`config.mk`:
```
export PLATFORM = sky130hd
export DESIGN_NAME = mux_stream_arb
export DESIGN_NICKNAME = d
export VERILOG_FILES = /design/src/rtl/mux_stream_arb_pkg.sv /design/src/rtl/mux_stream_arb_rr_arbiter.sv /design/src/rtl/mux_stream_arb.sv
export SDC_FILE = /design/constraint.sdc
export NUM_CORES = 1
export LEC_CHECK = 0
export CORE_AREA = 2 2 39 41
export DETAILED_ROUTE_END_ITERATION = 8
export DIE_AREA = 0 0 41 43
export PLACE_DENSITY = 0.74
export REMOVE_ABC_BUFFERS = 1
export SKIP_CTS_REPAIR_TIMING = 1
export SLEW_MARGIN = 30
export SYNTH_ARGS = -nofsm -noshare
export SYNTH_HDL_FRONTEND = slang
export SYNTH_SLANG_ARGS = --single-unit
```
`constraint.sdc`:
```
create_clock -name clk_i -period 2.45 [get_ports clk_i]
set_input_delay 0.245 -clock clk_i [delete_from_list [all_inputs] [get_ports clk_i]]
set_output_delay 0.245 -clock clk_i [all_outputs]
set_load 0.05 [all_outputs]
```
`src/rtl/mux_stream_arb_pkg.sv`:
```
// Shared mode encodings and select-width helper for the stream arbiter mux.
package mux_stream_arb_pkg;

    localparam int unsigned MuxModeSel   = 0;
    localparam int unsigned MuxModeFixed = 1;
    localparam int unsigned MuxModeRr    = 2;

    // Width of a channel index; never below one bit so CH==2 still gets a port.
    function automatic int unsigned sel_width(input int unsigned ch);
        return (ch <= 2) ? 1 : $clog2(ch);
    endfunction

endpackage

```
`src/rtl/mux_stream_arb_rr_arbiter.sv`:
```
// Grant generation (manual / fixed priority / round-robin); owns the round-robin pointer.
module mux_stream_arb_rr_arbiter
    import mux_stream_arb_pkg::*;
#(
    parameter int unsigned CH   = 4,
    parameter int unsigned MODE = MuxModeRr,
    localparam int unsigned SW  = sel_width(CH)
) (
    input  logic          clk_i,
    input  logic          rst_ni,
    input  logic [CH-1:0] req_i,
    input  logic [SW-1:0] sel_i,
    input  logic          advance_i,
    output logic [CH-1:0] grant_o,
    output logic [SW-1:0] grant_idx_o
);

    logic [SW-1:0] ptr_q, ptr_d;

    always_comb begin
        logic found;
        found       = 1'b0;
        grant_o     = '0;
        grant_idx_o = '0;
        if (MODE == MuxModeSel) begin
            // Out-of-range selects match no channel and so grant nothing.
            for (int k = 0; k < int'(CH); k++) begin
                if (sel_i == SW'(k) && req_i[k]) begin
                    grant_o[k]  = 1'b1;
                    grant_idx_o = SW'(k);
                end
            end
        end else if (MODE == MuxModeFixed) begin
            for (int k = 0; k < int'(CH); k++) begin
                if (!found && req_i[k]) begin
                    found       = 1'b1;
                    grant_o[k]  = 1'b1;
                    grant_idx_o = SW'(k);
                end
            end
        end else begin
            // Two passes: channels at/after the pointer first, then the wrapped ones.
            for (int k = 0; k < int'(CH); k++) begin
                if (!found && req_i[k] && k >= int'(ptr_q)) begin
                    found       = 1'b1;
                    grant_o[k]  = 1'b1;
                    grant_idx_o = SW'(k);
                end
            end
            for (int k = 0; k < int'(CH); k++) begin
                if (!found && req_i[k] && k < int'(ptr_q)) begin
                    found       = 1'b1;
                    grant_o[k]  = 1'b1;
                    grant_idx_o = SW'(k);
                end
            end
        end
    end

    always_comb begin
        ptr_d = (grant_idx_o == SW'(CH - 1)) ? '0 : grant_idx_o + SW'(1);
    end

    always_ff @(posedge clk_i) begin
        if (!rst_ni) begin
            ptr_q <= '0;
        end else if (advance_i) begin
            ptr_q <= ptr_d;
        end
    end

endmodule

```
`src/rtl/mux_stream_arb.sv`:
```
// CH-input valid/ready stream merger with a single registered output beat.
module mux_stream_arb
    import mux_stream_arb_pkg::*;
#(
    parameter int unsigned N    = 1,
    parameter int unsigned CH   = 4,
    parameter int unsigned MODE = MuxModeRr,
    localparam int unsigned SW  = sel_width(CH)
) (
    input  logic            clk_i,
    input  logic            rst_ni,
    input  logic [CH*N-1:0] in_data_i,
    input  logic [CH-1:0]   in_valid_i,
    output logic [CH-1:0]   in_ready_o,
    input  logic [SW-1:0]   sel_i,
    output logic [N-1:0]    out_data_o,
    output logic [SW-1:0]   out_ch_o,
    output logic            out_valid_o,
    input  logic            out_ready_i
);

    logic [CH-1:0] grant;
    logic [SW-1:0] grant_idx;
    logic          load_en;
    logic          accept;
    logic [N-1:0]  mux_data;
    logic [N-1:0]  out_data_q;
    logic [SW-1:0] out_ch_q;
    logic          out_valid_q;

    mux_stream_arb_rr_arbiter #(
        .CH   (CH),
        .MODE (MODE)
    ) u_arbiter (
        .clk_i       (clk_i),
        .rst_ni      (rst_ni),
        .req_i       (in_valid_i),
        .sel_i       (sel_i),
        .advance_i   (accept),
        .grant_o     (grant),
        .grant_idx_o (grant_idx)
    );

    assign load_en    = !out_valid_q || out_ready_i;
    assign in_ready_o = grant & {CH{load_en & rst_ni}};
    // A grant is only ever issued to a valid channel, so any ready bit is a transfer.
    assign accept     = |in_ready_o;

    always_comb begin
        mux_data = '0;
        for (int k = 0; k < int'(CH); k++) begin
            if (grant[k]) begin
                mux_data = in_data_i[k*N +: N];
            end
        end
    end

    always_ff @(posedge clk_i) begin
        if (!rst_ni) begin
            out_valid_q <= 1'b0;
            out_data_q  <= '0;
            out_ch_q    <= '0;
        end else if (accept) begin
            out_valid_q <= 1'b1;
            out_data_q  <= mux_data;
            out_ch_q    <= grant_idx;
        end else if (out_ready_i) begin
            out_valid_q <= 1'b0;
        end
    end

    assign out_data_o  = out_data_q;
    assign out_ch_o    = out_ch_q;
    assign out_valid_o = out_valid_q;

endmodule
```
==> results.tsv <==
metric	value	unit
Worst Hold Class	reg -> reg	
initial antenna violation count	0	
Num CTS Buffers	3	
# nets final	86	
maximum achievable frequency	0.504	GHz
Req. time, crit path	2.20	ns
post-layout instance area	673	µm²
DP HPWL	807	µm
Seq/Total Area, Yosys	0.285	
DR iter-0 viols	9	
routed len/inst	12.5	µm
Rows	14	
CP arrival	1.74	ns
clock latency at the later pin of the worst-skew pair	0.26	ns
Cell Chain, Critical Path	clkdlybuf4s50_1, o21a_1, o22ai_1, nand2_1, nor2_1, buf_12	
Final setup viols	0	
synth unique cells	23	
Final Max Slew Viols	0	
CTS HTree Levels	1	
post-synth design cell area	422	µm²
diode count	0	
post-DR vias/cell	5.25	
r2r setup slk	1.10	ns
CTS Root Cell	clkbuf_4	
Area Growth Syn to Fin	59.6	%
first-pass iteration count of the detailed router	4	
clk buf depth	2	
first-pass GRT wire length	1.78	mm
IO Pins	21	
grt ovf	0	
layout cells sized above 1	0.197	
final period utilization	0.809	
min cycle time layout	1.98	ns
full die area	1760	µm²
Setup Skew	0.0133	ns
Crit Path Max Fanout	8	
Hold Crit Depth	1	
Startpoint Class	primary input	
global-route usage over all layers	0.148	
unrepaired setup endpoints after global routing	false	
leak pwr	0.267	nW
vias in the first global route	429	
setup TNS	0	ns
outcome	finished clean	
FILL cells	132	
VDD IR max	0.271	mV
Crit-path slowest cell	clkdlybuf4s50_1	
CP peak stage delay	0.57	ns
Setup CP Type	in -> out	
post-synthesis instance total	51	
antenna-violating nets left	0	
clock net sink count	6	
routability cong.	0.769	
Initial Utilization	0.305	
PortBufs	18	
placed standard-cell area	651	µm²
DRT Wirelength	1.09	mm
Die Wd	41	µm
commonest non-fill, non-tap cell in the layout	clkdlybuf4s50_1	
Max transition margin	0.668	
most frequent cells in the layout	clkdlybuf4s50_1, nor2_1, a21oi_1, dfxtp_1	
crit path capture type	output pin	
Hold Fails Final Rpt	0	
core area	1380	µm²
Slew @ Worst Pin	0.496	ns
Yosys reg bits	6	
Ys Warns	0	
CTS tree	yes	
Syn Area/Cell	8.27	µm²
largest net degree at the start of global routing	9	
P per Cell Area	522	nW/µm²
MaxCap Viol Count	0	
vias	457	
reg2reg path depth	5	
DR DRC count	0	
DIE HEIGHT	43	µm
clock slew at reported path FFs	0.06	ns
[final cells by class]
cell class                 instances  area (µm²)  share of cell area
multi-input combinational         41         279               0.414
tap                               16        20.0              0.0297
inverter                           3        11.3              0.0167
clock buffer                       3        22.5              0.0335
sequential                         6         120               0.178
timing repair buffer              18         220               0.327
[synthesized netlist by cell type]
| cell | count | area share |
|---|---|---|
| a21o_1 | 1 | 0.018 |
| a21oi_2 | 1 | 0.021 |
| nand2_1 | 2 | 0.018 |
| nor3b_4 | 1 | 0.045 |
| a2bb2oi_1 | 1 | 0.021 |
| dfxtp_1 | 6 | 0.28 |
| o211ai_1 | 1 | 0.018 |
| o211a_1 | 2 | 0.047 |
| nor2_1 | 12 | 0.11 |
| nand2b_1 | 1 | 0.015 |
| a31oi_1 | 1 | 0.015 |
| o21a_1 | 1 | 0.018 |
| inv_1 | 2 | 0.018 |
| a21oi_1 | 6 | 0.071 |
| o22ai_1 | 1 | 0.015 |
| nor4_4 | 1 | 0.050 |
| o221ai_2 | 2 | 0.071 |
| nand3_1 | 1 | 0.012 |
| o21ai_0 | 4 | 0.047 |
| nand4_1 | 1 | 0.015 |
| buf_6 | 1 | 0.027 |
| inv_2 | 1 | 0.0089 |
| o41ai_2 | 1 | 0.039 |
[worst max-delay path, delay by kind of cell]
family / cells / cell delay [ns]
simple gates: 2 / 0.33
compound gates: 2 / 0.42
buf+inv: 2 / 0.74
[kinds of logic after synthesis]
family / synth area share
AND/OR/NAND/NOR: 0.261
flip-flops: 0.285
buffers and inverters: 0.0534
AO/OA/AOI/OAI: 0.401
[worst paths after layout]
check,start,to
min reg2reg,out_ch_o[0],out_ch_o[0]
max reg2reg,u_arbiter.ptr_q[1],out_data_o
max,in_valid_i[2],in_ready_o[0]
min,out_ch_o[0],out_ch_o[0]
[per-stage QoR]
| step | total power, W | std cells | setup WS (ns) | hold slack, ns | util |
|---|---|---|---|---|---|
| after floorplan | 0.000195 | 50 | 0.716 | 0.378 | - |
| after global placement | 0.000252 | 84 | 0.478 | 0.493 | 0.470 |
| after detailed placement | 0.000254 | 84 | 0.495 | 0.494 | 0.470 |
| after CTS | 0.000352 | 87 | 0.470 | 0.509 | 0.486 |
| after global routing | 0.000369 | 87 | 0.384 | 0.519 | 0.486 |
| final | 0.000351 | 87 | 0.468 | 0.512 | 0.486 |
[power by group]
group / switching (W) / internal [W] / total [W]
combinational: 0.0000770 / 0.0000585 / 0.000136
clock: 0.0000432 / 0.0000559 / 0.0000991
sequential: 0.00000957 / 0.000107 / 0.000117
total: 0.000130 / 0.000222 / 0.000351
[metal layers]
metal  vias up  GRT usage  share of wire
li1        232          -              -
met1       203      0.205           0.47
met2        19      0.206           0.42
met3         3     0.0314          0.079
met4         0     0.0800          0.025
met5         -          0              0
[state kept, by name, summed over array words and instances, names as in the netlist]
name,cells
u_arbiter.ptr_q,2
out_valid_o,1
out_data_o,1
out_ch_o,2
Power figures use the tool's default switching activity.
